## src/rtl/hazard_forward_unit_if.sv

```systemverilog
// Hazard/forwarding bus between the ID stage and hazard_forward_unit.
// Carries the ID-stage instruction fields and flush toward the unit.
// Carries the operand-select codes, stall and stall counter back to the pipeline.
// master: pipeline/ID side. slave: hazard_forward_unit.
interface hazard_forward_unit_if #(
  parameter int unsigned REG_AW = 5,
  parameter int unsigned FWD_W  = 6
);
  logic              id_valid;
  logic [REG_AW-1:0] id_rs1;
  logic [REG_AW-1:0] id_rs2;
  logic              id_rs1_used;
  logic              id_rs2_used;
  logic [REG_AW-1:0] id_rd;
  logic              id_reg_we;
  logic              id_lui;
  logic              id_mem_read;
  logic              flush;
  logic [FWD_W-1:0]  forward_EN1;
  logic [FWD_W-1:0]  forward_EN2;
  logic              stall;
  logic [31:0]       stall_count;

  modport master (
    output id_valid, id_rs1, id_rs2, id_rs1_used, id_rs2_used,
           id_rd, id_reg_we, id_lui, id_mem_read, flush,
    input  forward_EN1, forward_EN2, stall, stall_count
  );

  modport slave (
    input  id_valid, id_rs1, id_rs2, id_rs1_used, id_rs2_used,
           id_rd, id_reg_we, id_lui, id_mem_read, flush,
    output forward_EN1, forward_EN2, stall, stall_count
  );
endinterface

```

## src/rtl/hazard_forward_unit.sv

```systemverilog
// Forwarding and load-use hazard unit for the 5-stage RV32I pipeline.
// It keeps a shadow copy of the EX and MEM destination state.
// It produces the one-hot operand-select codes used by cpuregfile, plus the load-use stall.
// Ports:
//   clk  - pipeline clock, all state updates on posedge
//   rst  - synchronous active-high reset
//   bus  - hazard_forward_unit_if.slave:
//          ID fields and flush in; forward_EN1/2, stall and stall_count out
// forward_EN1/2 and stall are combinational so they settle before the posedge.
// Optional feature: define HAZ_STALL_CNT_EN to enable the saturating stall counter.
// Otherwise stall_count is tied to zero.
module hazard_forward_unit #(
  parameter int unsigned REG_AW = 5,
  parameter int unsigned FWD_W  = 6
) (
  input logic                  clk,
  input logic                  rst,
  hazard_forward_unit_if.slave bus
);

  localparam logic [FWD_W-1:0] FWD_NONE     = '0;
  localparam logic [FWD_W-1:0] FWD_EX_LUI   = FWD_W'(6'b100000);
  localparam logic [FWD_W-1:0] FWD_MEM_LUI  = FWD_W'(6'b010000);
  localparam logic [FWD_W-1:0] FWD_EX_ALU   = FWD_W'(6'b001000);
  localparam logic [FWD_W-1:0] FWD_MEM_ALU  = FWD_W'(6'b000100);
  localparam logic [FWD_W-1:0] FWD_MEM_LD   = FWD_W'(6'b000010);
  localparam logic [FWD_W-1:0] FWD_MEM_LDST = FWD_W'(6'b000001);

  // Shadow EX stage
  logic              ex_valid;
  logic              ex_we;
  logic              ex_lui;
  logic              ex_load;
  logic [REG_AW-1:0] ex_rd;

  // Shadow MEM stage
  logic              mem_valid;
  logic              mem_we;
  logic              mem_lui;
  logic              mem_load;
  logic              mem_stall_seen;
  logic [REG_AW-1:0] mem_rd;

  logic ex_hit1;
  logic ex_hit2;
  logic mem_hit1;
  logic mem_hit2;
  logic load_use1;
  logic load_use2;

  // Source matches a producer stage; x0 and unread sources never match
  function automatic logic src_hit(
    input logic              id_ok,
    input logic              used,
    input logic [REG_AW-1:0] rs,
    input logic              stg_valid,
    input logic              stg_we,
    input logic [REG_AW-1:0] stg_rd
  );
    return id_ok & used & (rs != '0) & stg_valid & stg_we & (stg_rd == rs);
  endfunction

  // Youngest producer wins; an EX load yields no code because the stall covers it
  function automatic logic [FWD_W-1:0] sel_code(
    input logic kill,
    input logic e_hit,
    input logic e_lui,
    input logic e_load,
    input logic m_hit,
    input logic m_lui,
    input logic m_load,
    input logic m_seen
  );
    logic [FWD_W-1:0] code;
    code = FWD_NONE;
    if (kill) begin
      code = FWD_NONE;
    end else if (e_hit) begin
      if (e_lui)        code = FWD_EX_LUI;
      else if (!e_load) code = FWD_EX_ALU;
      else              code = FWD_NONE;
    end else if (m_hit) begin
      if (m_lui)        code = FWD_MEM_LUI;
      else if (m_load)  code = m_seen ? FWD_MEM_LDST : FWD_MEM_LD;
      else              code = FWD_MEM_ALU;
    end
    return code;
  endfunction

  assign ex_hit1  = src_hit(bus.id_valid, bus.id_rs1_used, bus.id_rs1, ex_valid,  ex_we,  ex_rd);
  assign ex_hit2  = src_hit(bus.id_valid, bus.id_rs2_used, bus.id_rs2, ex_valid,  ex_we,  ex_rd);
  assign mem_hit1 = src_hit(bus.id_valid, bus.id_rs1_used, bus.id_rs1, mem_valid, mem_we, mem_rd);
  assign mem_hit2 = src_hit(bus.id_valid, bus.id_rs2_used, bus.id_rs2, mem_valid, mem_we, mem_rd);

  assign load_use1 = ex_hit1 & ex_load;
  assign load_use2 = ex_hit2 & ex_load;

  // Stall is not gated by flush: IF/ID must still hold while EX takes a bubble
  assign bus.stall = load_use1 | load_use2;

  assign bus.forward_EN1 = sel_code(bus.flush, ex_hit1, ex_lui, ex_load,
                                    mem_hit1, mem_lui, mem_load, mem_stall_seen);
  assign bus.forward_EN2 = sel_code(bus.flush, ex_hit2, ex_lui, ex_load,
                                    mem_hit2, mem_lui, mem_load, mem_stall_seen);

  // Shadow pipeline advance: MEM <- EX, EX <- ID (bubble on stall or flush)
  always_ff @(posedge clk) begin
    if (rst) begin
      ex_valid       <= 1'b0;
      ex_we          <= 1'b0;
      ex_lui         <= 1'b0;
      ex_load        <= 1'b0;
      ex_rd          <= '0;
      mem_valid      <= 1'b0;
      mem_we         <= 1'b0;
      mem_lui        <= 1'b0;
      mem_load       <= 1'b0;
      mem_stall_seen <= 1'b0;
      mem_rd         <= '0;
    end else begin
      mem_valid      <= ex_valid;
      mem_we         <= ex_we;
      mem_lui        <= ex_lui;
      mem_load       <= ex_load;
      mem_rd         <= ex_rd;
      // A stall always means the bubble went in right behind the EX load
      mem_stall_seen <= bus.stall;
      ex_valid       <= bus.id_valid & ~bus.stall & ~bus.flush;
      ex_we          <= bus.id_reg_we;
      ex_lui         <= bus.id_lui;
      ex_load        <= bus.id_mem_read;
      ex_rd          <= bus.id_rd;
    end
  end

`ifdef HAZ_STALL_CNT_EN
  logic [31:0] stall_cnt_q;

  // Saturating count of load-use stall cycles
  always_ff @(posedge clk) begin
    if (rst) begin
      stall_cnt_q <= '0;
    end else if (bus.stall && (stall_cnt_q != 32'hFFFF_FFFF)) begin
      stall_cnt_q <= stall_cnt_q + 32'd1;
    end
  end

  assign bus.stall_count = stall_cnt_q;
`else
  assign bus.stall_count = '0;
`endif

endmodule

```

## src/flat_wrapper.sv

```systemverilog
// flat-port wrapper written by rule: the top's interface ports become plain ports
module hazard_forward_unit_flat 
#(
  parameter int unsigned REG_AW = 5,
  parameter int unsigned FWD_W  = 6
)
  (clk, rst, bus_id_valid, bus_id_rs1, bus_id_rs2, bus_id_rs1_used, bus_id_rs2_used, bus_id_rd, bus_id_reg_we, bus_id_lui, bus_id_mem_read, bus_flush, bus_forward_EN1, bus_forward_EN2, bus_stall, bus_stall_count);
  hazard_forward_unit_if #(.REG_AW(REG_AW), .FWD_W(FWD_W)) bus_i ();
  input logic clk;
  input logic rst;
  input wire logic [$bits(bus_i.id_valid)-1:0] bus_id_valid;
  input wire logic [$bits(bus_i.id_rs1)-1:0] bus_id_rs1;
  input wire logic [$bits(bus_i.id_rs2)-1:0] bus_id_rs2;
  input wire logic [$bits(bus_i.id_rs1_used)-1:0] bus_id_rs1_used;
  input wire logic [$bits(bus_i.id_rs2_used)-1:0] bus_id_rs2_used;
  input wire logic [$bits(bus_i.id_rd)-1:0] bus_id_rd;
  input wire logic [$bits(bus_i.id_reg_we)-1:0] bus_id_reg_we;
  input wire logic [$bits(bus_i.id_lui)-1:0] bus_id_lui;
  input wire logic [$bits(bus_i.id_mem_read)-1:0] bus_id_mem_read;
  input wire logic [$bits(bus_i.flush)-1:0] bus_flush;
  output wire logic [$bits(bus_i.forward_EN1)-1:0] bus_forward_EN1;
  output wire logic [$bits(bus_i.forward_EN2)-1:0] bus_forward_EN2;
  output wire logic [$bits(bus_i.stall)-1:0] bus_stall;
  output wire logic [$bits(bus_i.stall_count)-1:0] bus_stall_count;
  assign bus_i.id_valid = bus_id_valid;
  assign bus_i.id_rs1 = bus_id_rs1;
  assign bus_i.id_rs2 = bus_id_rs2;
  assign bus_i.id_rs1_used = bus_id_rs1_used;
  assign bus_i.id_rs2_used = bus_id_rs2_used;
  assign bus_i.id_rd = bus_id_rd;
  assign bus_i.id_reg_we = bus_id_reg_we;
  assign bus_i.id_lui = bus_id_lui;
  assign bus_i.id_mem_read = bus_id_mem_read;
  assign bus_i.flush = bus_flush;
  assign bus_forward_EN1 = bus_i.forward_EN1;
  assign bus_forward_EN2 = bus_i.forward_EN2;
  assign bus_stall = bus_i.stall;
  assign bus_stall_count = bus_i.stall_count;
  hazard_forward_unit #(.REG_AW(REG_AW), .FWD_W(FWD_W)) u_core (.clk(clk), .rst(rst), .bus(bus_i));
endmodule
```

## config.mk

```make
export PLATFORM = sky130hd
export DESIGN_NAME = hazard_forward_unit_flat
export DESIGN_NICKNAME = d
export VERILOG_FILES = /design/src/rtl/hazard_forward_unit_if.sv /design/src/rtl/hazard_forward_unit.sv /design/src/flat_wrapper.sv
export SDC_FILE = /design/constraint.sdc
export NUM_CORES = 1
export LEC_CHECK = 0
export ABC_AREA = 1
export ABC_CLOCK_PERIOD_IN_PS = 2550
export CORE_MARGIN = 1.5
export CORE_UTILIZATION = 43
export CTS_CLUSTER_DIAMETER = 120
export CTS_CLUSTER_SIZE = 10
export DETAILED_ROUTE_END_ITERATION = 10
export PLACE_DENSITY = 0.85
export REMOVE_ABC_BUFFERS = 1
export SLEW_MARGIN = 20
export SYNTH_ARGS = -nofsm -noshare
export SYNTH_HDL_FRONTEND = slang
export SYNTH_SLANG_ARGS = --single-unit
```

## constraint.sdc

```tcl
create_clock -name clk -period 2.55 [get_ports clk]
set_input_delay 0.51 -clock clk [delete_from_list [all_inputs] [get_ports clk]]
set_output_delay 0.51 -clock clk [all_outputs]
set_load 0.01 [all_outputs]
```

==> flow_summary.json <==
{
  "status": "completed",
  "crit_chain": "clkdlybuf4s50_1, nand2_1, inv_1, nand2_1, inv_2, nand4_1, buf_4, buf_4, nor2_1, clkdlybuf4s15_2",
  "clock_power_share_pct": 24.8,
  "ys_ff_latch": 19,
  "wl_per_cell_um": 9.58,
  "cts.sinks": 19,
  "p_comb_share_pct": 23.1,
  "netlist_top_cells_area": "dfxtp_1 28%, buf_4 18%, nand2_1 13%",
  "hold_ws_ns": 0.437,
  "post-route-min-period_ns": 2.45,
  "row_count": 20,
  "async_reset_ff_share_pct": 0,
  "gr-total-overflow": 0,
  "dpl.hpwl_um": 2420,
  "drv_cap": 0,
  "synth.most_common_cell": "nand2_1",
  "clkTransAtPathRegs_ns": 0.10,
  "worstSetupPathType": "in2out",
  "cpMaxStageDelayCell": "clkdlybuf4s50_1",
  "rrSetupSlack_ns": 1.22,
  "hold_viol": 0,
  "fin_nets": 292,
  "area_delta_synth_final_pct": 27.8,
  "setup_ws_ns": 0.0955,
  "synth_ff_type": "dfxtp_1",
  "cts_root_buf": "clkbuf_4",
  "dp_slack_ns": -0.257,
  "drt_iter0_markers": 75,
  "stdcell_area_um2": 1750,
  "power_uw": 612,
  "cts_tree": "built",
  "ys_warn_count": 0,
  "clock_latency_ns": 0.30,
  "synth_top_cell_by_area": "dfxtp_1",
  "yosysTopAreaCellShare_pct": 27.7,
  "core_um2": 3050,
  "numCtsBuffers": 3,
  "power.switching_uw": 187,
  "multi_input_area_um2": 728,
  "max_slew.worst_pin.slew_ns": 0.549,
  "synthCells": 221,
  "critical-path-top-delay-family": "buffers and inverters",
  "power_frac_seq_pct": 52.0,
  "vdd_drop_max_mv": 0.264,
  "seq_area_frac_synth_pct": 27.7,
  "hp-class": "reg2reg",
  "power.leakage_uw": 0.000958,
  "dpl-instance-area_um2": 1700,
  "htree_levels": 1,
  "grt_pass1_vias": 1106,
  "synthTopCellsByCount": "46 x nand2_1, 41 x nor2_1, 33 x inv_1",
  "io_pins": 69,
  "start_util_pct": 44.9,
  "drive_gt1_share_pct": 13.9,
  "critPathArrivalTime_ns": 1.94,
  "wl_um": 2980,
  "firstDrtPassIters": 5,
  "grt_start_max_net_pins": 15,
  "critPathMaxFanout": 3,
  "grt_pass1_wl_um": 4590,
  "finClkSkew_ns": 0.00289,
  "synth_edf_count": 0,
  "drc": 0,
  "regArea_um2": 380,
  "fin_crit_sh_pct": 96.3,
  "slew_headroom_pct": 63.3,
  "die-area_um2": 3540,
  "vias": 1340,
  "cp.required_ns": 2.04,
  "slew_viol_final": 0,
  "synth_area_per_cell_um2": 6.21,
  "fmax_ghz": 0.407,
  "power.density_nw_per_um2": 349,
  "path_buf_inv": 6,
  "p_int_uw": 426,
  "postLayoutCoreUtil_pct": 57.4,
  "post_drt_via_cell_ratio": 4.31,
  "ant_nets": 0,
  "slowest_delay_ns": 0.45,
  "io_buffers": 36,
  "swShare_pct": 30.5,
  "final-setup-viol-count": 0,
  "globalplace.congestion": 0.936,
  "dieWidth_um": 59.5,
  "grt_antenna_before_repair": 0,
  "antennaDiodeCount": 0,
  "yosysUniqueCellTypes": 25,
  "syn-cell-area_um2": 1370,
  "grtUsageTotal_pct": 17.2,
  "cts_buffer_depth": 2,
  "worstSetupEndpointType": "output port",
  "fillers": 316,
  "die_h_um": 59.5,
  "critPathLaunchType": "input pin",
  "rsz0062_at_grt": "no"
}
area by class of cell:
type,count,share of cell area [%]
clock buffers,4,1.50
inverters,42,8.99
repair buffers,45,23.1
multi-input cells,157,41.5
flip-flops and latches,19,21.7
well taps,44,3.14
worst reg2reg max path, stage by stage (launching register included):
cell,delay (ns)
dfxtp_1,0.34
inv_1,0.09
nand2_1,0.07
nand2_1,0.06
nor3_2,0.24
nand3_4,0.16
buf_4,0.17
nand2_1,0.05
a21oi_1,0.05
metal layers:
layer	vias up	GRT usage [%]	share of wire, %
met5	-	0	0
met4	0	6.82	1.7
met3	5	1.31	5.1
met2	55	31.2	52
met1	593	20.5	41
li1	687	-	-
power by group through the flow:
| stage | Sequential (uW) | Combinational (uW) | Clock [uW] |
|---|---|---|---|
| 3_3_place_gp | 325 | 140 | 0 |
| 2_1_floorplan | 323 | 79.5 | 0 |
| 3_5_place_dp | 325 | 142 | 0 |
| 6_report | 319 | 142 | 152 |
| 5_1_grt | 321 | 161 | 169 |
| 4_1_cts | 319 | 140 | 156 |
placed cells by master, fill, tap and decap left out, drive strengths merged, types with 2 or more instances in the layout:
master,n
dfxtp,19
clkbuf,6
inv,42
conb,32
nand3,11
nor3,4
a21oi,8
buf,9
nor2,44
clkdlybuf4s15,2
o21ai,3
nand2,46
dlymetal6s2s,3
dlygate4sd2,17
nand4,3
clkdlybuf4s50,12
flip-flops by register name (all words and copies together) (netlist names):
signal                 flops
u_core.ex_rd               5
u_core.mem_rd              5
u_core.ex_load             1
u_core.ex_lui              1
u_core.ex_valid            1
u_core.ex_we               1
u_core.mem_load            1
u_core.mem_lui             1
u_core.mem_stall_seen      1
u_core.mem_valid           1
u_core.mem_we              1
kinds of logic after synthesis:
family / Yosys count / share of synthesized area [%]
compound gates: 13 / 5.20
flops: 19 / 27.7
xor+xnor: 2 / 1.28
other cells: 1 / 0.273
buf+inv: 76 / 29.7
simple gates: 110 / 35.9
what timing repair did:
action                                  CTS  global route
gates resized for setup                  26            11
pin swaps                                 3             2
endpoints found under the setup margin   13             5
buffers inserted                          2             1
hold buffers                              0             0
stage by stage:
| step | TNS [ns] | std cells |
|---|---|---|
| after floorplan | 0 | 218 |
| after global placement | -2.46 | 304 |
| after detailed placement | -2.84 | 304 |
| after CTS | 0 | 310 |
| after global routing | 0 | 311 |
| final | 0 | 311 |
final timing paths:
check / startpoint / to / depth (start not counted)
setup / recovery: bus_id_rs1_used / bus_forward_EN1[4] / 10
hold / removal: u_core.ex_load$_SDFF_PP0_ / u_core.ex_valid$_SDFF_PP0_ / 1
setup reg to reg: u_core.ex_rd[2]$_SDFF_PP0_ / u_core.ex_valid$_SDFF_PP0_ / 8
hold reg to reg: u_core.ex_load$_SDFF_PP0_ / u_core.ex_valid$_SDFF_PP0_ / 1
Power figures use the tool's default switching activity.
